## src/rtl/sram_req_bridge.sv

```systemverilog
// sram_req_bridge: sram-like req/addr_ok/data_ok bridge onto a 1-cycle-latency single-port byte-writable SRAM
//
// Ports:
//   clk_i          clock, all state on rising edge
//   resetn_i       asynchronous active-low reset
//   req_i          master request valid
//   wr_i           1 = write, 0 = read
//   addr_i         byte address, word index taken from [AW+1:2]
//   wstrb_i        byte-lane write enables (writes only)
//   wdata_i        write data
//   addr_ok_o      request accepted this cycle
//   data_ok_o      response valid at buffer head
//   data_ready_i   consumer takes the head response
//   rdata_o        head response data (0 for write responses)
//   ram_addr_o     SRAM word address
//   ram_wdata_o    SRAM write data
//   ram_wren_o     SRAM byte write enables
//   ram_cs_o       SRAM chip select
//   ram_rdata_i    SRAM read data, valid the cycle after a read strobe
module sram_req_bridge #(
    parameter int AW = 16
) (
    input  logic          clk_i,
    input  logic          resetn_i,
    input  logic          req_i,
    input  logic          wr_i,
    input  logic [31:0]   addr_i,
    input  logic [3:0]    wstrb_i,
    input  logic [31:0]   wdata_i,
    output logic          addr_ok_o,
    output logic          data_ok_o,
    input  logic          data_ready_i,
    output logic [31:0]   rdata_o,
    output logic [AW-1:0] ram_addr_o,
    output logic [31:0]   ram_wdata_o,
    output logic [3:0]    ram_wren_o,
    output logic          ram_cs_o,
    input  logic [31:0]   ram_rdata_i
);
    logic        p_valid_q, p_valid_d;
    logic        p_wr_q, p_wr_d;
    logic [1:0]  count_q, count_d;
    logic        wptr_q, rptr_q;
    logic [31:0] buf_q [2];
    logic        pop, push, hs;
    logic [2:0]  occ;
    logic        unused_addr;

    assign unused_addr = ^{addr_i[31:AW+2], addr_i[1:0]};

    assign data_ok_o = count_q != 2'd0;
    assign pop       = data_ok_o && data_ready_i;
    assign push      = p_valid_q;
    // Slots committed after this edge: buffered + in flight in P - leaving now.
    // Accepting only below 2 guarantees the P entry always finds room.
    assign occ       = {1'b0, count_q} + {2'b0, p_valid_q} - {2'b0, pop};
    assign addr_ok_o = req_i && resetn_i && occ < 3'd2;
    assign hs        = req_i && addr_ok_o;

    assign ram_addr_o  = addr_i[AW+1:2];
    assign ram_wdata_o = wdata_i;
    assign ram_cs_o    = hs;
    assign ram_wren_o  = (hs && wr_i) ? wstrb_i : 4'h0;
    assign rdata_o     = data_ok_o ? buf_q[rptr_q] : 32'h0;

    always_comb begin
        p_valid_d = hs;
        p_wr_d    = hs ? wr_i : p_wr_q;
        count_d   = count_q + {1'b0, push} - {1'b0, pop};
    end

    always_ff @(posedge clk_i or negedge resetn_i) begin
        if (!resetn_i) begin
            p_valid_q <= 1'b0;
            p_wr_q    <= 1'b0;
            count_q   <= 2'd0;
            wptr_q    <= 1'b0;
            rptr_q    <= 1'b0;
        end else begin
            p_valid_q <= p_valid_d;
            p_wr_q    <= p_wr_d;
            count_q   <= count_d;
            if (push)
                wptr_q <= ~wptr_q;
            if (pop)
                rptr_q <= ~rptr_q;
        end
    end

    // Write slots push 0 so a stale held ram_rdata never leaks into a write response.
    always_ff @(posedge clk_i) begin
        if (push)
            buf_q[wptr_q] <= p_wr_q ? 32'h0 : ram_rdata_i;
    end
endmodule

```

## config.mk

```make
export PLATFORM = sky130hd
export DESIGN_NAME = sram_req_bridge
export DESIGN_NICKNAME = d
export VERILOG_FILES = /design/src/rtl/sram_req_bridge.sv
export SDC_FILE = /design/constraint.sdc
export NUM_CORES = 1
export LEC_CHECK = 0
export ABC_AREA = 1
export BUFFER_PORTS_ARGS = -buffer_cell sky130_fd_sc_hd__buf_2
export CORE_AREA = 2 2 89 91
export DETAILED_ROUTE_END_ITERATION = 6
export DIE_AREA = 0 0 91 93
export HOLD_SLACK_MARGIN = 0.15
export PLACE_DENSITY = 0.83
export SYNTH_ARGS = -nofsm -noshare
export SYNTH_HDL_FRONTEND = slang
export SYNTH_SLANG_ARGS = --single-unit
```

## constraint.sdc

```tcl
create_clock -name clk_i -period 3.55 [get_ports clk_i]
set_input_delay 0.355 -clock clk_i [delete_from_list [all_inputs] [get_ports clk_i]]
set_output_delay 0.355 -clock clk_i [all_outputs]
set_load 0.01 [all_outputs]
```

==> results.md <==
- The reg-to-reg endpoint is p_wr_q.
- Of the post-synthesis cell area, the dominant cell type holds 54.4%.
- The number of global-route vias before repair is 2212.
- The die is 93 µm tall.
- The area growth from synthesis to layout is 7.05%.
- After Yosys synthesis, full adders, half adders and majority gates account for 1.27% of the synthesized area.
- In this run the deepest clock path goes through 2 buffers.
- The biggest area contributor in the post-synthesis netlist is sky130_fd_sc_hd__edfxtp_1.
- After synthesis, the largest family of logic cells by area is buffers and inverters.
- In the final routed layout, each cell accounts on average for 13.1 µm.
- The die area is 0.00846 mm².
- The reported max-cap violation count is 0.
- On the worst path, the slowest cell contributes a delay of 470 ps.
- The final RePlAce weighted congestion is 0.701.
- At the pin with the least slew margin, the transition time is 1130 ps.
- The repair_antennas step left the layout with diodes totalling 0.
- The synthesized netlist devotes 7.75% of its cell area to compound gates.
- The worst reg2reg path depth is 10.
- The die outline width is 91 µm.
- The TritonCTS clock tree is done.
- The final wirelength is 6160 µm.
- Summed over all failing endpoints, the final setup total negative slack is 0 ps.
- For this run, the top clock speed supported by timing is 350 MHz.
- The final net count is 472.
- The H-tree depth reported by CTS is 3.
- The detailed placement HPWL is 4040 µm.
- Counting distinct cell types in the post-synthesis netlist gives 21.
- The worst setup path is of the flip-flop to primary output kind.
- The signal on the critical path passes through nor2_4 > nor2_2 > ha_1 > inv_1 > ha_1 > fa_1 > nor2_1 > nand3_2 > nor2_1 > buf_2.
- The average size of a mapped cell is 10.6 µm².
- The number of cells produced by synthesis is 332.
- The floorplan core area is 0.00753 mm².
- Hold is met by 330 ps.
- The largest voltage drop on the vdd net is 0.451 mV.
- The post-route antenna net violation count is 0.
- The post-place setup slack is 1020 ps.
- For this run the aggregate overflow at the end of global routing stands at 0.
- The total power divided by cell area is 754 mW/mm².
- The launching point of the worst reg2reg path is count_q[1].
- Buffers inserted to repair hold after CTS numbered 1.
- The initialized floorplan defines 32 standard-cell rows.
- The global-route wire length before repair is 9980 µm.
- The initial antenna violation count was 0.
- The startpoint identified for the worst hold timing path is wr_i.
- The net count of the mapped netlist is 440.
- The clock transition at the registers of the reported paths is 70 ps.
- The flow ran to the end, and the final reports show no timing, DRC or antenna violations.
- The routed layout has 2148 vias.
- The worst reg-to-reg setup slack is 1420 ps.
- Setup repair after global routing left no endpoint under its margin.
- The count of buffers added on input and output ports is 79.
- The starting density of the core is 46.9%.
- Summing all placed instances gives a cell area of 0.00358 mm².
- Setup violations remaining at the end of the flow were counted as 0.
- The iteration-0 DRC count of the detailed router is 76.
- The total track usage is 15.1%.
- The final clock period utilization by the worst path is 80.4%.
- The multiplexer share of the synthesized area is 0%.
- Data on the critical path is required at its endpoint by 3190 ps.
- Summing the sequential cell areas from Yosys gives 58.6% of the chip area.
- The clock root buffer master is sky130_fd_sc_hd__clkbuf_8.
- The fraction of layout cells with a size suffix above 1 is 36.3%.
- The finished layout cell area is 0.00378 mm².
- STA puts the critical path data arrival time at 2500 ps.
- The largest fanout on the critical path is 5.
- The mapped netlist covers 0.00353 mm².
- By area the synthesized netlist is led by sky130_fd_sc_hd__edfxtp_1 54%, sky130_fd_sc_hd__buf_4 11%, sky130_fd_sc_hd__nand2_1 7.9%, sky130_fd_sc_hd__a21oi_2 7.2%, sky130_fd_sc_hd__inv_1 4.8%.
- During synthesis, Yosys emitted a total of 0 warnings.
- Counting instances, the worst hold path has a depth of 3.
- In this run the tightest slew margin relative to its limit is 24.6%.
- Post-CTS repair changed the size of 0 cells.
- The cell type group with the largest total delay on the critical path is adder cells.
- After Yosys synthesis, XOR and XNOR cells account for 0.248% of the synthesized area.
- The category of the worst setup path capture point is a primary output.
- The synthesized netlist devotes 12.7% of its cell area to simple gates.
- The worst hold endpoint is p_wr_q.
- For this design the static power due to leakage is 1.71 nW.
- The least setup slack across all paths after layout is 696 ps.
- The register bit count reported by yosys is 70.
- The routed design could run at a clock period as short as 2850 ps.
- The number of buffers and inverters on the critical path is 2.
- The worst setup path is launched from a flip-flop.
- The final routed DRC violation total is 0.
- For the final database, setup skew stands at 7.45 ps.
- Overall power consumption after layout is estimated at 0.00285 W.
- The pin count of the biggest net entering global routing is 35.
- The tightest min-delay check is of the input pin to flip-flop type.
- The clock insertion delay at the later pin of the skew report is 340 ps.
- The final number of hold-violating endpoints is 0.
- The number of setup buffers added after CTS is 0.
- The total number of clock tree sinks is 70.
- 192 I/O pins were placed.
- The number of buffers created by CTS is 9.
- The slowest stage of the critical path belongs to the cell sky130_fd_sc_hd__fa_1.
- The max-slew violation count came to 0.
- The first-pass iteration count of the detailed router is 4.
- The per-cell via count in the routed design is 4.56.
tightest hold or removal path, delay by kind of cell:
kind                   cells  cell delay (ps)
buffers and inverters      1              100
AND/OR/NAND/NOR            2              160
sequential cells by signal, indices dropped and copies added (netlist names):
register and cells:
p_valid_q 1, wptr_q 1, rptr_q 1, buf_q 64, p_wr_q 1, count_q 2
layout by cell type, fill, tap and decap left out, drive strengths merged:
cell         instances
clkinv               4
nand2               74
clkbuf               9
edfxtp              64
dfrtp                6
dlygate4sd3          1
nor2                40
bufinv               1
o21ai                1
clkinvlp             2
buf                 82
nand3                1
fa                   1
a21oi               32
xor2                 1
inv                 48
ha                   2
where the power goes:
group	total, W	internal, W	switching (W)
registers	0.00116	0.00106	0.0000958
clock network	0.000611	0.000319	0.000292
logic	0.00108	0.000390	0.000694
total	0.00285	0.00177	0.00108
cell families after synthesis:
family,Yosys count
compound gates,33
buf+inv,110
xor+xnor,1
fa+ha+maj,3
flops,70
simple gates,115
worst max-delay path by stage:
stage	from	endpoint	cells past startpoint
2_1_floorplan	count_q[1]	ram_wren_o[0]	9
3_3_place_gp	data_ready_i	ram_wren_o[0]	11
3_5_place_dp	data_ready_i	ram_wren_o[1]	11
4_1_cts	count_q[1]	ram_wren_o[1]	10
5_1_grt	count_q[1]	ram_wren_o[3]	10
6_report	count_q[1]	ram_wren_o[1]	10
cells in the mapped netlist, drive strengths merged:
master   n
nand2   74
a21oi   32
nor2    40
o21ai    1
ha       2
dfrtp    6
xor2     1
fa       1
buf     61
inv     48
clkbuf   1
edfxtp  64
nand3    1
layer usage:
metal / GRT usage [%] / routed length (µm) / share of wire [%] / vias to the layer above
met5: 0 / 0 / 0 / -
met1: 16.3 / 2460 / 40 / 983
li1: - / - / - / 1061
met3: 4.11 / 414 / 6.7 / 18
met4: 7.32 / 107 / 1.7 / 0
met2: 27.5 / 3170 / 52 / 86
through the flow:
step,utilization (%),cells
floorplan,-,332
global placement,47.6,454
detailed placement,47.6,454
CTS,50.2,471
global route,50.2,471
finish,50.2,471
final cells by class:
cell class | count | area [µm²]
clock inverter | 7 | 65.1
tap | 102 | 128
timing repair buffer | 83 | 428
sequential | 70 | 2070
clock buffer | 9 | 124
fill | 717 | 3740
inverter | 48 | 183
multi-input combinational | 152 | 783
Note: power is estimated with default switching activity, not from simulation.
